--- config.mk ---
export PLATFORM = sky130hd
export DESIGN_NAME = rx_d2c_pt_requester
export DESIGN_NICKNAME = d
export VERILOG_FILES = /design/src/rtl/rx_d2c_pt_requester.sv
export SDC_FILE = /design/constraint.sdc
export NUM_CORES = 1
export LEC_CHECK = 0
export ABC_CLOCK_PERIOD_IN_PS = 2850
export BUFFER_PORTS_ARGS = -buffer_cell sky130_fd_sc_hd__buf_2
export CELL_PAD_IN_SITES_DETAIL_PLACEMENT = 1
export CELL_PAD_IN_SITES_GLOBAL_PLACEMENT = 1
export CORE_MARGIN = 5
export CORE_UTILIZATION = 39
export CTS_CLUSTER_DIAMETER = 40
export DETAILED_ROUTE_END_ITERATION = 10
export PLACE_DENSITY_LB_ADDON = 0.2
export SETUP_SLACK_MARGIN = 0.5
export SLEW_MARGIN = 20
export SYNTH_ARGS = -nofsm -noshare
export SYNTH_HDL_FRONTEND = slang
export SYNTH_SLANG_ARGS = --single-unit
--- constraint.sdc ---
create_clock -name i_clk -period 2.85 [get_ports i_clk]
set_input_delay 0 -clock i_clk [delete_from_list [all_inputs] [get_ports i_clk]]
set_output_delay 0 -clock i_clk [all_outputs]
set_load 0.005 [all_outputs]
--- src/rtl/rx_d2c_pt_requester.sv ---
// Requester side of the RX data-to-clock point test: walks the partner through
// START / LFSR_CLR / pattern / COUNT_DONE / END over the sideband, drives the
// mainband pattern generator, and reports completion or response timeout.
//
// Sideband request handshake: o_encoded_SB_msg_tx is loaded on the edge that
// enters a SEND state and a pending flag is set; o_valid_tx rises on the first
// edge where the pending flag is set and neither i_SB_Busy nor i_rx_valid is
// high, clearing the flag. o_valid_tx stays high until i_falling_edge_busy
// pulses (the clear wins over any set), and that pulse moves SEND to WAIT.
module rx_d2c_pt_requester #(
  parameter int SB_MSG_WIDTH   = 4,
  parameter int CNT_WIDTH      = 16,
  parameter int TIMEOUT_CYCLES = 4096
) (
  input  logic                    i_clk,
  input  logic                    i_rst,
  input  logic                    i_pt_en,
  input  logic                    i_datavref_or_valvref,
  input  logic [CNT_WIDTH-1:0]    i_pattern_count,
  input  logic                    i_rx_msg_valid,
  input  logic [SB_MSG_WIDTH-1:0] i_decoded_SB_msg,
  input  logic                    i_SB_Busy,
  input  logic                    i_falling_edge_busy,
  input  logic                    i_rx_valid,
  output logic [SB_MSG_WIDTH-1:0] o_encoded_SB_msg_tx,
  output logic                    o_valid_tx,
  output logic [1:0]              o_mainband_pattern_generator_cw,
  output logic                    o_valid_pattern_en,
  output logic                    o_pt_done,
  output logic                    o_pt_timeout,
  output logic [3:0]              o_fsm_state
);

  localparam int TW = (TIMEOUT_CYCLES > 1) ? $clog2(TIMEOUT_CYCLES) : 1;
  localparam logic [TW-1:0] T_LAST = TW'(TIMEOUT_CYCLES - 1);

  localparam logic [SB_MSG_WIDTH-1:0] START_REQ       = SB_MSG_WIDTH'(1);
  localparam logic [SB_MSG_WIDTH-1:0] START_RESP      = SB_MSG_WIDTH'(2);
  localparam logic [SB_MSG_WIDTH-1:0] LFSR_CLR_REQ    = SB_MSG_WIDTH'(3);
  localparam logic [SB_MSG_WIDTH-1:0] LFSR_CLR_RESP   = SB_MSG_WIDTH'(4);
  localparam logic [SB_MSG_WIDTH-1:0] COUNT_DONE_REQ  = SB_MSG_WIDTH'(5);
  localparam logic [SB_MSG_WIDTH-1:0] COUNT_DONE_RESP = SB_MSG_WIDTH'(6);
  localparam logic [SB_MSG_WIDTH-1:0] END_REQ         = SB_MSG_WIDTH'(7);
  localparam logic [SB_MSG_WIDTH-1:0] END_RESP        = SB_MSG_WIDTH'(8);

  typedef enum logic [3:0] {
    S_IDLE       = 4'd0,
    S_SEND_START = 4'd1,
    S_WAIT_START = 4'd2,
    S_SEND_CLR   = 4'd3,
    S_WAIT_CLR   = 4'd4,
    S_PATTERN    = 4'd5,
    S_SEND_CNT   = 4'd6,
    S_WAIT_CNT   = 4'd7,
    S_SEND_END   = 4'd8,
    S_WAIT_END   = 4'd9,
    S_FINISHED   = 4'd10
  } state_t;

  state_t                    state;
  state_t                    next_state;
  logic [CNT_WIDTH-1:0]      latched_count;
  logic [CNT_WIDTH-1:0]      pattern_cnt;
  logic [TW-1:0]             timeout_cnt;
  logic                      pending;

  logic                      is_send;
  logic                      is_wait;
  logic                      next_is_send;
  logic                      next_is_wait;
  logic [SB_MSG_WIDTH-1:0]   resp_code;
  logic [SB_MSG_WIDTH-1:0]   next_req_code;
  logic                      resp_match;
  logic                      pattern_last;
  logic                      timeout_hit;
  logic                      entering;
  logic                      clear_all;

  assign o_fsm_state  = state;
  assign resp_match   = is_wait && i_rx_msg_valid && (i_decoded_SB_msg == resp_code);
  assign pattern_last = (latched_count == '0) ||
                        (pattern_cnt == latched_count - CNT_WIDTH'(1));
  assign timeout_hit  = (timeout_cnt == T_LAST);
  assign entering     = (next_state != state);
  assign clear_all    = i_rst || (next_state == S_IDLE);

  // Classify current and next state; pick the expected response and next request code.
  always_comb begin
    is_send       = 1'b0;
    is_wait       = 1'b0;
    resp_code     = '0;
    next_is_send  = 1'b0;
    next_is_wait  = 1'b0;
    next_req_code = '0;
    case (state)
      S_SEND_START, S_SEND_CLR, S_SEND_CNT, S_SEND_END: is_send = 1'b1;
      S_WAIT_START: begin is_wait = 1'b1; resp_code = START_RESP;      end
      S_WAIT_CLR:   begin is_wait = 1'b1; resp_code = LFSR_CLR_RESP;   end
      S_WAIT_CNT:   begin is_wait = 1'b1; resp_code = COUNT_DONE_RESP; end
      S_WAIT_END:   begin is_wait = 1'b1; resp_code = END_RESP;        end
      default: ;
    endcase
    case (next_state)
      S_SEND_START: begin next_is_send = 1'b1; next_req_code = START_REQ;      end
      S_SEND_CLR:   begin next_is_send = 1'b1; next_req_code = LFSR_CLR_REQ;   end
      S_SEND_CNT:   begin next_is_send = 1'b1; next_req_code = COUNT_DONE_REQ; end
      S_SEND_END:   begin next_is_send = 1'b1; next_req_code = END_REQ;        end
      S_WAIT_START, S_WAIT_CLR, S_WAIT_CNT, S_WAIT_END: next_is_wait = 1'b1;
      default: ;
    endcase
  end

  // State register.
  always_ff @(posedge i_clk) begin
    if (i_rst) state <= S_IDLE;
    else       state <= next_state;
  end

  // Next-state logic; dropping i_pt_en aborts from anywhere.
  always_comb begin
    next_state = state;
    if (!i_pt_en) begin
      next_state = S_IDLE;
    end else begin
      case (state)
        S_IDLE:       next_state = S_SEND_START;
        S_SEND_START: if (i_falling_edge_busy && o_valid_tx) next_state = S_WAIT_START;
        S_SEND_CLR:   if (i_falling_edge_busy && o_valid_tx) next_state = S_WAIT_CLR;
        S_SEND_CNT:   if (i_falling_edge_busy && o_valid_tx) next_state = S_WAIT_CNT;
        S_SEND_END:   if (i_falling_edge_busy && o_valid_tx) next_state = S_WAIT_END;
        S_WAIT_START: if (resp_match) next_state = S_SEND_CLR;
                      else if (timeout_hit) next_state = S_FINISHED;
        S_WAIT_CLR:   if (resp_match) next_state = S_PATTERN;
                      else if (timeout_hit) next_state = S_FINISHED;
        S_WAIT_CNT:   if (resp_match) next_state = S_SEND_END;
                      else if (timeout_hit) next_state = S_FINISHED;
        S_WAIT_END:   if (resp_match || timeout_hit) next_state = S_FINISHED;
        S_PATTERN:    if (pattern_last) next_state = S_SEND_CNT;
        S_FINISHED:   next_state = S_FINISHED;
        default:      next_state = S_IDLE;
      endcase
    end
  end

  // Mainband pattern generator controls decoded from the current state.
  always_comb begin
    o_mainband_pattern_generator_cw = 2'b00;
    o_valid_pattern_en              = 1'b0;
    case (state)
      S_SEND_CLR, S_WAIT_CLR: begin
        if (!i_datavref_or_valvref) o_mainband_pattern_generator_cw = 2'b01;
      end
      S_PATTERN: begin
        if (!i_datavref_or_valvref) o_mainband_pattern_generator_cw = 2'b10;
        else                        o_valid_pattern_en = 1'b1;
      end
      default: ;
    endcase
  end

  // Sideband request code, valid and pending flag.
  always_ff @(posedge i_clk) begin
    if (clear_all) begin
      o_encoded_SB_msg_tx <= '0;
      o_valid_tx          <= 1'b0;
      pending             <= 1'b0;
    end else if (entering && next_is_send) begin
      o_encoded_SB_msg_tx <= next_req_code;
      o_valid_tx          <= 1'b0;
      pending             <= 1'b1;
    end else if (is_send) begin
      if (i_falling_edge_busy) begin
        o_valid_tx <= 1'b0;
      end else if (pending && !i_SB_Busy && !i_rx_valid) begin
        o_valid_tx <= 1'b1;
        pending    <= 1'b0;
      end
    end
  end

  // Pattern length latch and pattern cycle counter.
  always_ff @(posedge i_clk) begin
    if (clear_all) begin
      latched_count <= '0;
      pattern_cnt   <= '0;
    end else begin
      if (state == S_IDLE) latched_count <= i_pattern_count;
      if (entering && next_state == S_PATTERN) pattern_cnt <= '0;
      else if (state == S_PATTERN && !pattern_last) pattern_cnt <= pattern_cnt + CNT_WIDTH'(1);
    end
  end

  // Response timeout counter, restarted on entry to every WAIT state.
  always_ff @(posedge i_clk) begin
    if (clear_all) begin
      timeout_cnt <= '0;
    end else if (entering && next_is_wait) begin
      timeout_cnt <= '0;
    end else if (is_wait && !timeout_hit) begin
      timeout_cnt <= timeout_cnt + TW'(1);
    end
  end

  // Sticky completion and timeout flags, held until the test is disabled.
  always_ff @(posedge i_clk) begin
    if (clear_all) begin
      o_pt_done    <= 1'b0;
      o_pt_timeout <= 1'b0;
    end else begin
      if (entering && next_state == S_FINISHED) o_pt_done <= 1'b1;
      if (is_wait && !resp_match && timeout_hit) o_pt_timeout <= 1'b1;
    end
  end

endmodule

---- After elaboration in Yosys (flattened, before gate mapping) ----
Cells that the tools add are included.
cells by class
  shift operators ......................... 0
  equal/unequal tests ..................... 25
  divide/modulo/power cells ............... 0
  $lt $le $gt $ge ......................... 0
  multiply operators ...................... 0
  multiplexer cells ....................... 29
  add/sub/neg operators ................... 3
  reduce and logical (&&, ||, !) cells .... 37
  bitwise logic cells ..................... 0
operators by type and width
  operator                                            count
  two-way mux 4 bit                                   11
  one-hot mux 4 bit (11 select lines)                 1
  == test 4 x 3 -> 1 bit, second input constant       8
  == test 4 bit, second input constant                6
  adder 16 x 1 -> 16 bit, second input constant       1
  == test 16 bit                                      1
  == test 4 x 2 -> 1 bit, second input constant       4
  logical NOT 16 bit                                  1
  one-hot mux 4 bit (4 select lines)                  1
  OR reduction 4 bit                                  4
  subtractor 16 x 1 -> 16 bit, second input constant  1
  logical AND 1 bit                                   13
  two-way mux 1 bit                                   13
  adder 12 x 1 -> 12 bit, second input constant       1
  == test 12 bit, second input constant               1
  one-hot mux 3 bit (4 select lines)                  1
  == test 4 x 1 -> 1 bit, second input constant       2
  logical NOT 4 bit                                   2
  OR reduction 2 bit                                  4
  nonzero test 2 bit                                  3
  logical NOT 1 bit                                   5
  == test 4 bit                                       1
  inequality test 4 bit                               1
  one-hot mux 2 bit (2 select lines)                  1
  5 further kinds                                     7
word-level totals
  input port bits ......................... 28
  output and inout bits ................... 14
  logic and storage cells ................. 103
  memory bits (read-only) ................. 0
  RAM bits ................................ 0
  bits in registers ....................... 56
  memories ................................ 0
  latch bits .............................. 0

---- Logic depth before layout (Yosys ltp) ----
Gate-level depths: netlist of the first run.
  depth in word-level cells ............... 15
  gate-level depth with buffers ........... 13
  gate-level depth less buffers ........... 12

---- Worst setup path before layout of the first run ----
Ideal clock, no wire load.
  path kind ............................... register to register
  start ................................... reg latched_count[3]
  end ..................................... reg timeout_cnt[10]
  required time ........................... 2.710 ns
  stages on the path, launching flop included .. 13
  clock period less this slack ............ 2.953 ns
  path buffers ............................ 2
  data arrival time ....................... 2.813 ns
  setup time .............................. 0.140 ns
  setup slack ............................. -0.103 ns
  cell sequence ........................... dfxtp_1 -> buf_2 -> or4_4 -> or2_1 -> nor3_1 -> a31oi_1 -> o31ai_4 -> a211oi_2 -> or3_1 -> nand3_1 -> o31a_2 -> buf_6 -> nor3_2
between the ends
  cells in the longest elaborated chain, start to end .. 11
  elaborated cells between the ends (all ways) .. 18
  those cells by class .................... 1 x add/sub; 6 x eq/ne; 4 x mux; 7 x reduce/logical
ends and longest elaborated chain
  item                                            RTL line  text
  start: declaration                              62        logic [CNT_WIDTH-1:0] latched_count;
  start signal: assignment                        187       if (state == S_IDLE) latched_count <= i_pattern_count;
  subtractor 16 x 1 -> 16 bit                     82        (pattern_cnt == latched_count - CNT_WIDTH'(1));
  == test 16 bit                                  82
  logical OR 1 bit *                              81        assign pattern_last = (latched_count == '0) ||
  two-way mux 4 bit *                             138       S_PATTERN: if (pattern_last) next_state = S_SEND_CNT;
  one-hot mux 4 bit (11 select lines) *           125       case (state)
  two-way mux 4 bit *                             122       if (!i_pt_en) begin
  == test 4 x 2 -> 1 bit (tied with other cells)  103       case (next_state)
  OR reduction 4 bit                              103
  two-way mux 1 bit                               103
  logical AND 1 bit                               197       end else if (entering && next_is_wait) begin
  OR reduction 2 bit (no source line) *           --
  end signal: assignment                          200       timeout_cnt <= timeout_cnt + TW'(1);
  end: declaration                                64        logic [TW-1:0] timeout_cnt;
Every way passes the cells marked *; elsewhere a longest branch is shown, timed or not.
A chain may end at the register's enable or synchronous reset.

---- Worst setup path after layout of the first run ----
  start ................................... reg latched_count[4]
  end ..................................... reg timeout_cnt[0]
Same word-level chain as after synthesis.

==> run_results.csv, run 1 <==
group,metric,value,unit
synth,ys_top_cells_by_count,"56 x nand2_1, 55 x dfxtp_1, 40 x nor2_1",
synth,avgSynthCellArea,7.90,µm²
cts,numCtsBuffers,5,
timing,setup_slack,-0.240,ns
routing,route.detailed.wl_per_inst,18.6,µm
run_status,status,"finished with violations",
timing,hold_violations,1,
routing,drt_iter0_drc,76,
worst_setup_path,path_cells,"or4_4 > nor3_2 > and4_1 > o2111ai_2 > o31ai_4 > buf_6 > a211oi_4 > buf_4 > or3_4 > nand3_4 > o31a_4 > buf_12 > nor3_1",
power,irDropWorstVdd,0.259,mV
worst_setup_path,r2r_start,"latched_count[4]$_SDFFE_PP0P_",
worst_setup_path,end_kind,"register",
timing,rsz0062_at_grt,"yes",
timing,period_needed,3.09,ns
worst_setup_path,cp_num_cells,13,
finish,stdcell_count,668,
cts,htree_levels,2,
cts,cts_tree,"yes",
timing,fmax,324,MHz
die,num_rows,34,
die,dieHeight,104,µm
finish,n_antenna_cell,0,
timing,finalHoldWorstSlack,-0.00236,ns
power,p_sw_share,27.8,%
worst_setup_path,crit_start,"latched_count[4]$_SDFFE_PP0P_",
power,clockPowerShare,33.5,%
power,p_sw,0.000453,W
grt,grt_overflow_total,0,
synth,synth_area_leader_cell,"dfxtp_1",
die,fp.dieW,104,µm
finish,multi_input_area,2590,µm²
synth,ys_seq_elements,55,
worst_setup_path,path_buf_inv,3,
synth,synth_cells,438,
worst_setup_path,critPathKind,"register to register",
routing,first_pass_iters,4,
finish,syn_to_final_growth,44.9,%
worst_setup_path,cp_max_fo,6,
worst_setup_path,rr_endpoint,"timeout_cnt[0]$_SDFFE_PP0P_",
run_status,violations,"hold timing, setup timing",
timing,setup_violations,28,
hold_path,hold_path_class,"primary input to register",
run,cap_violations,0,
finish,final_core_util,57.8,%
finish,finalInstanceArea,5010,µm²
die,die-area,10900,µm²
synth,synth_edf_count,0,
worst_setup_path,crit_path_end,"timeout_cnt[0]$_SDFFE_PP0P_",
die,io_pins,42,
worst_setup_path,worstPathRequired,3.04,ns
power,powerDensity,325,nW/µm²
finish,regArea,1120,µm²
cts,cts_root_buffer,"clkbuf_8",
worst_setup_path,worstPathArrival,3.28,ns
routing,ant_nets,0,
finish,nNetsFinal,591,
routing,wl,12400,µm
worst_setup_path,critPathMaxStageDelay,0.58,ns
synth,ys_seq_area_share,31.8,%
timing,drv_slew,0,
routing,vias,3760,
timing,tightest_slew,0.583,ns
worst_setup_path,slowest_stage,"or4_4",
placement,numPortBuffers,40,
cts,clk_pin_slew_worst_paths,0.11,ns
grt,grt_pass1_wl,19600,µm
worst_setup_path,reg2reg_depth,13,
placement,placed_cell_area,4280,µm²
placement,hpwl,8070,µm
placement,dp_cells,625,
synth,yosysUniqueCellTypes,65,
grt,grt.total_usage,21.5,%
routing,vias_per_cell,5.63,
synth,synth_nets,469,
synth,synth_area,3460,µm²
placement,place_congestion,0.830,
synth,netlist.area_leader.share,31.8,%
cts,cts.sinks,55,
finish,nFillCells,1046,
grt,antenna_found_initial,0,
grt,grt_pass1_vias,4031,
die,core_area,8680,µm²
cts,clockBufferDepth,2,
cts,worst_skew_pair.late_latency,0.32,ns
finish,drive_gt1_share,36.8,%
worst_setup_path,r2r_setup_slack,-0.24,ns
synth,ys_async_sr_fraction,0,%
synth,ys_warn_count,0,
grt,grt_max_degree,33,
routing,drcViolationCount,0,
synth,synth_area_leaders,"dfxtp_1 32%, xnor2_1 7.3%, nand2_1 6.1%",
timing,fin_worst_skew,0.00986,ns
power,intPower,0.00118,W
timing,relSlewSlack,61.2,%
power,leakagePower,2.01,nW
die,start_util,39.9,%
power,combPwrFrac,17.9,%
worst_setup_path,crit_family,"simple AND/OR/NAND/NOR gates",
power,pwr-share-seq,48.6,%
synth,ys.flop_type,"dfxtp_1",
worst_setup_path,start_kind,"register",
synth,synth_most_common_cell,"nand2_1",
timing,fin_crit_sh,108,%
-- final cells by class --
| class | instances | share of cell area [%] |
|---|---|---|
| sequential | 55 | 22.3 |
| clock buffer | 5 | 1.37 |
| inverter | 12 | 0.898 |
| clock inverter | 2 | 0.749 |
| tap | 108 | 2.70 |
| timing repair buffer | 134 | 20.4 |
| multi-input combinational | 352 | 51.6 |
-- flip-flops by register name, summed over array words and instances (netlist names) --
name	cells
o_pt_done	1
o_fsm_state	4
latched_count	16
o_pt_timeout	1
o_encoded_SB_msg_tx	3
timeout_cnt	12
pending	1
pattern_cnt	16
o_valid_tx	1
-- placed cells by master, fill, tap and decap left out, types with 6 or more instances in the layout --
cell and n:
a21oi_1 28, buf_2 40, buf_4 66, buf_6 8, dfxtp_1 47, dfxtp_2 6, dlygate4sd3_1 17, inv_1 10
nand2_1 52, nand3_1 12, nand4_1 8, nor2_1 37, nor2b_1 11, nor3_1 9, nor3_2 13, o21ai_0 10
or3_1 6, xnor2_1 27, xor2_1 13
-- kinds of logic (layout without fill, tap and decap cells) --
group | after synthesis | in the layout | synth area share (%)
AND/OR/NAND/NOR | 209 | 209 | 32.4
AO/OA/AOI/OAI | 93 | 93 | 18.7
XOR/XNOR | 44 | 44 | 11.4
multiplexers | 2 | 2 | 0.579
buffers and inverters | 31 | 153 | 4.01
flip-flops | 55 | 55 | 31.8
other | 1 | 1 | 0.108
adder cells (fa/ha/maj) | 3 | 3 | 1.09
-- metal layers --
layer  global-route usage (%)  share of wire, %  up-vias  routed length, µm
li1                         -                 -     1794                  -
met1                     24.8                41     1861               5030
met2                     40.8                54       72               6720
met3                     3.04               2.7       33                335
met4                     5.83               2.7        0                333
met5                        0                 0        -                  0
-- timing repair --
item	4_1_cts	5_1_grt
hold buffers	17	0
setup endpoints to repair	34	36
hold endpoints to repair	19	0
gates resized for setup	43	25
pin swaps	28	22
setup buffers	9	9
cloned	1	0
-- worst min-delay path by stage --
stage	start	endpoint	cells after the start
finish	i_SB_Busy	pending$_SDFFE_PP0P_	3
global route	i_rx_valid	pending$_SDFFE_PP0P_	3
CTS	i_rx_valid	pending$_SDFFE_PP0P_	3
detailed placement	i_rst	o_fsm_state[2]$_SDFF_PP0_	2
global placement	i_rst	o_fsm_state[2]$_SDFF_PP0_	2
floorplan	i_datavref_or_valvref	o_mainband_pattern_generator_cw[1]	1
-- power groups by stage --
| stage | registers (W) | clock network [W] | logic, W |
|---|---|---|---|
| 6_report | 0.000793 | 0.000546 | 0.000293 |
| 4_1_cts | 0.000791 | 0.000545 | 0.000263 |
| 2_1_floorplan | 0.000808 | 0 | 0.000143 |
| 3_5_place_dp | 0.000809 | 0 | 0.000225 |
| 5_1_grt | 0.000794 | 0.000570 | 0.000313 |
| 3_3_place_gp | 0.000809 | 0 | 0.000219 |
-- worst register-to-register path, cell delays in order (launching register included) --
cell and delay, ns:
dfxtp_2 0.35, or4_4 0.58, nor3_2 0.16, and4_1 0.23, o2111ai_2 0.16, o31ai_4 0.28, buf_6 0.15, a211oi_4 0.07
buf_4 0.16, or3_4 0.38, nand3_4 0.09, o31a_4 0.19, buf_12 0.13, nor3_1 0.04
-- stage by stage --
stage,total power (W),setup slack (ns),TNS (ns)
global placement,0.00103,-0.0827,-1.05
global route,0.00168,-0.331,-7.17
finish,0.00163,-0.240,-3.89
detailed placement,0.00103,-0.197,-2.85
floorplan,0.000951,0.0466,0
CTS,0.00160,-0.0958,-1.19
(Power assumes the default switching activity.)
==> inputs of run 2 (changes only) <==
--- a/config.mk
+++ b/config.mk
@@ -14,7 +14,7 @@
 export CTS_CLUSTER_DIAMETER = 40
 export DETAILED_ROUTE_END_ITERATION = 10
 export PLACE_DENSITY_LB_ADDON = 0.2
-export SETUP_SLACK_MARGIN = 0.5
+export SETUP_SLACK_MARGIN = 0.4
 export SLEW_MARGIN = 20
 export SYNTH_ARGS = -nofsm -noshare
 export SYNTH_HDL_FRONTEND = slang
==> run_results.csv, run 2 (synthesis gave the netlist of run 1 again) <==
group,metric,value,unit
run_status,status,"finished with violations",
run_status,violations,"setup timing",
cts,clockBufferDepth,2,
die,dieHeight,104,µm
timing,hold_violations,0,
grt,grt_pass1_vias,4079,
timing,rsz0062_at_grt,"yes",
timing,setup_violations,33,
routing,top_layer_used,"met4",
die,num_rows,34,
placement,placed_cell_area,4310,µm²
routing,route.detailed.wl_per_inst,21.0,µm
grt,grt_max_degree,22,
finish,nNetsFinal,598,
placement,hpwl,8460,µm
worst_setup_path,end_kind,"register",
die,fp.dieW,104,µm
timing,fin_crit_sh,116,%
routing,vias,3867,
routing,first_pass_iters,4,
worst_setup_path,cp_max_fo,6,
finish,final_cell_mix,"75 x buf_4, 55 x nand2_1, 47 x dfxtp_1, 40 x nor2_1, 40 x buf_2",
cts,worst_skew_pair.late_latency,0.33,ns
finish,syn_to_final_growth,45.2,%
grt,grt.total_usage,22.8,%
finish,final_common_cell,"buf_4",
timing,relSlewSlack,55.2,%
routing,route.met3.wl,514,µm
placement,place_congestion,0.876,
run,cap_violations,0,
timing,tightest_slew,0.671,ns
power,powerDensity,321,nW/µm²
routing,drcViolationCount,0,
worst_setup_path,start_kind,"register",
worst_setup_path,worstPathArrival,3.54,ns
cts,cts_root_buffer,"clkbuf_8",
cts,numCtsBuffers,5,
die,start_util,39.9,%
hold_path,hold_path_class,"primary input to register",
finish,stdcell_count,677,
timing,period_needed,3.29,ns
routing,vias_per_cell,5.71,
routing,drt_iter0_drc,138,
routing,wl_met2,7370,µm
die,io_pins,42,
power,irDropWorstVdd,0.172,mV
routing,wl,14200,µm
finish,drive_gt1_share,35.2,%
grt,grt_overflow_total,0,
cts,htree_levels,2,
cts,cts.sinks,55,
routing,ant_nets,0,
die,die-area,10900,µm²
placement,dp_cells,629,
placement,numPortBuffers,40,
routing,met1_length,5570,µm
timing,drv_slew,0,
die,core_area,8680,µm²
worst_setup_path,worstPathRequired,3.10,ns
grt,grt_pass1_wl,20500,µm
timing,setup_slack,-0.444,ns
cts,cts_tree,"yes",
finish,reg_top3,"latched_count x16, pattern_cnt x16, timeout_cnt x12",
grt,antenna_found_initial,1,
finish,finalInstanceArea,5020,µm²
timing,fin_worst_skew,0.00960,ns
cts,clk_pin_slew_worst_paths,0.11,ns
timing,fmax,304,MHz
worst_setup_path,critPathKind,"register to register",
power,leakagePower,2.00,nW
==> run 2: path summary, 6_finish.rpt <==
kind | from | to | slack, ns | depth (start not counted)
worst min-delay path | i_falling_edge_busy | pending$_SDFFE_PP0P_ | 0.05 | 3
worst max-delay path | latched_count[1]$_SDFFE_PP0P_ | timeout_cnt[6]$_SDFFE_PP0P_ | -0.44 | 15
worst min register to register | o_encoded_SB_msg_tx[0]$_SDFFE_PP0P_ | o_encoded_SB_msg_tx[0]$_SDFFE_PP0P_ | 0.45 | 2
worst max register to register | latched_count[1]$_SDFFE_PP0P_ | timeout_cnt[6]$_SDFFE_PP0P_ | -0.44 | 15
==> run 2: area by class of cell <==
type / instances / area [µm²]
Antenna cell: 1 / 2.50
Clock buffer: 6 / 82.6
Clock inverter: 2 / 16.3
Fill cell: 1030 / 3650
Inverter: 12 / 45.0
Multi-Input combinational cell: 352 / 2570
Sequential cell: 55 / 1120
Tap cell: 108 / 135
Timing Repair Buffer: 141 / 1060
==> run 2: power breakdown <==
part | total [W] | internal (W) | switching, W
registers | 0.000792 | 0.000779 | 0.0000133
clock network | 0.000496 | 0.000200 | 0.000297
logic | 0.000324 | 0.000154 | 0.000170
total | 0.00161 | 0.00113 | 0.000480
==> run 2: what timing repair did <==
action	CTS	global route
endpoints found under the setup margin	35	36
hold buffers	19	0
pin swaps	19	18
gates resized for setup	30	28
setup buffers	9	10
endpoints found under the hold margin	20	0
gates cloned	1	0
==> run 2: worst max-delay path: stages, from the launching register on <==
cell       delay, ns
dfxtp_2         0.38
inv_2           0.06
ha_4            0.16
buf_4           0.12
nor2b_1         0.19
a21oi_1         0.10
o21ai_0         0.45
o2111ai_4       0.21
o31ai_4         0.28
buf_6           0.16
a211o_1         0.23
nor3_4          0.06
nor2b_4         0.14
o31a_4          0.39
buf_12          0.16
nor3_4          0.12
==> run 2: metrics by stage <==
stage	power [W]	setup slack (ns)	setup TNS, ns	hold WS (ns)	util, %
4_1_cts	0.00157	-0.187	-2.98	0.0440	55.6
2_1_floorplan	0.000951	0.0466	0	0.0311	-
3_3_place_gp	0.00103	-0.108	-1.34	0.238	49.7
5_1_grt	0.00166	-0.577	-13.73	0.0684	57.9
3_5_place_dp	0.00104	-0.285	-4.39	0.248	49.7
6_report	0.00161	-0.444	-9.33	0.0527	57.9
==> run 2: layer usage <==
metal	track usage, %	up-vias
met5	0	-
met3	3.66	48
met2	41.3	124
met1	25.7	1888
met4	11.0	0
li1	-	1807
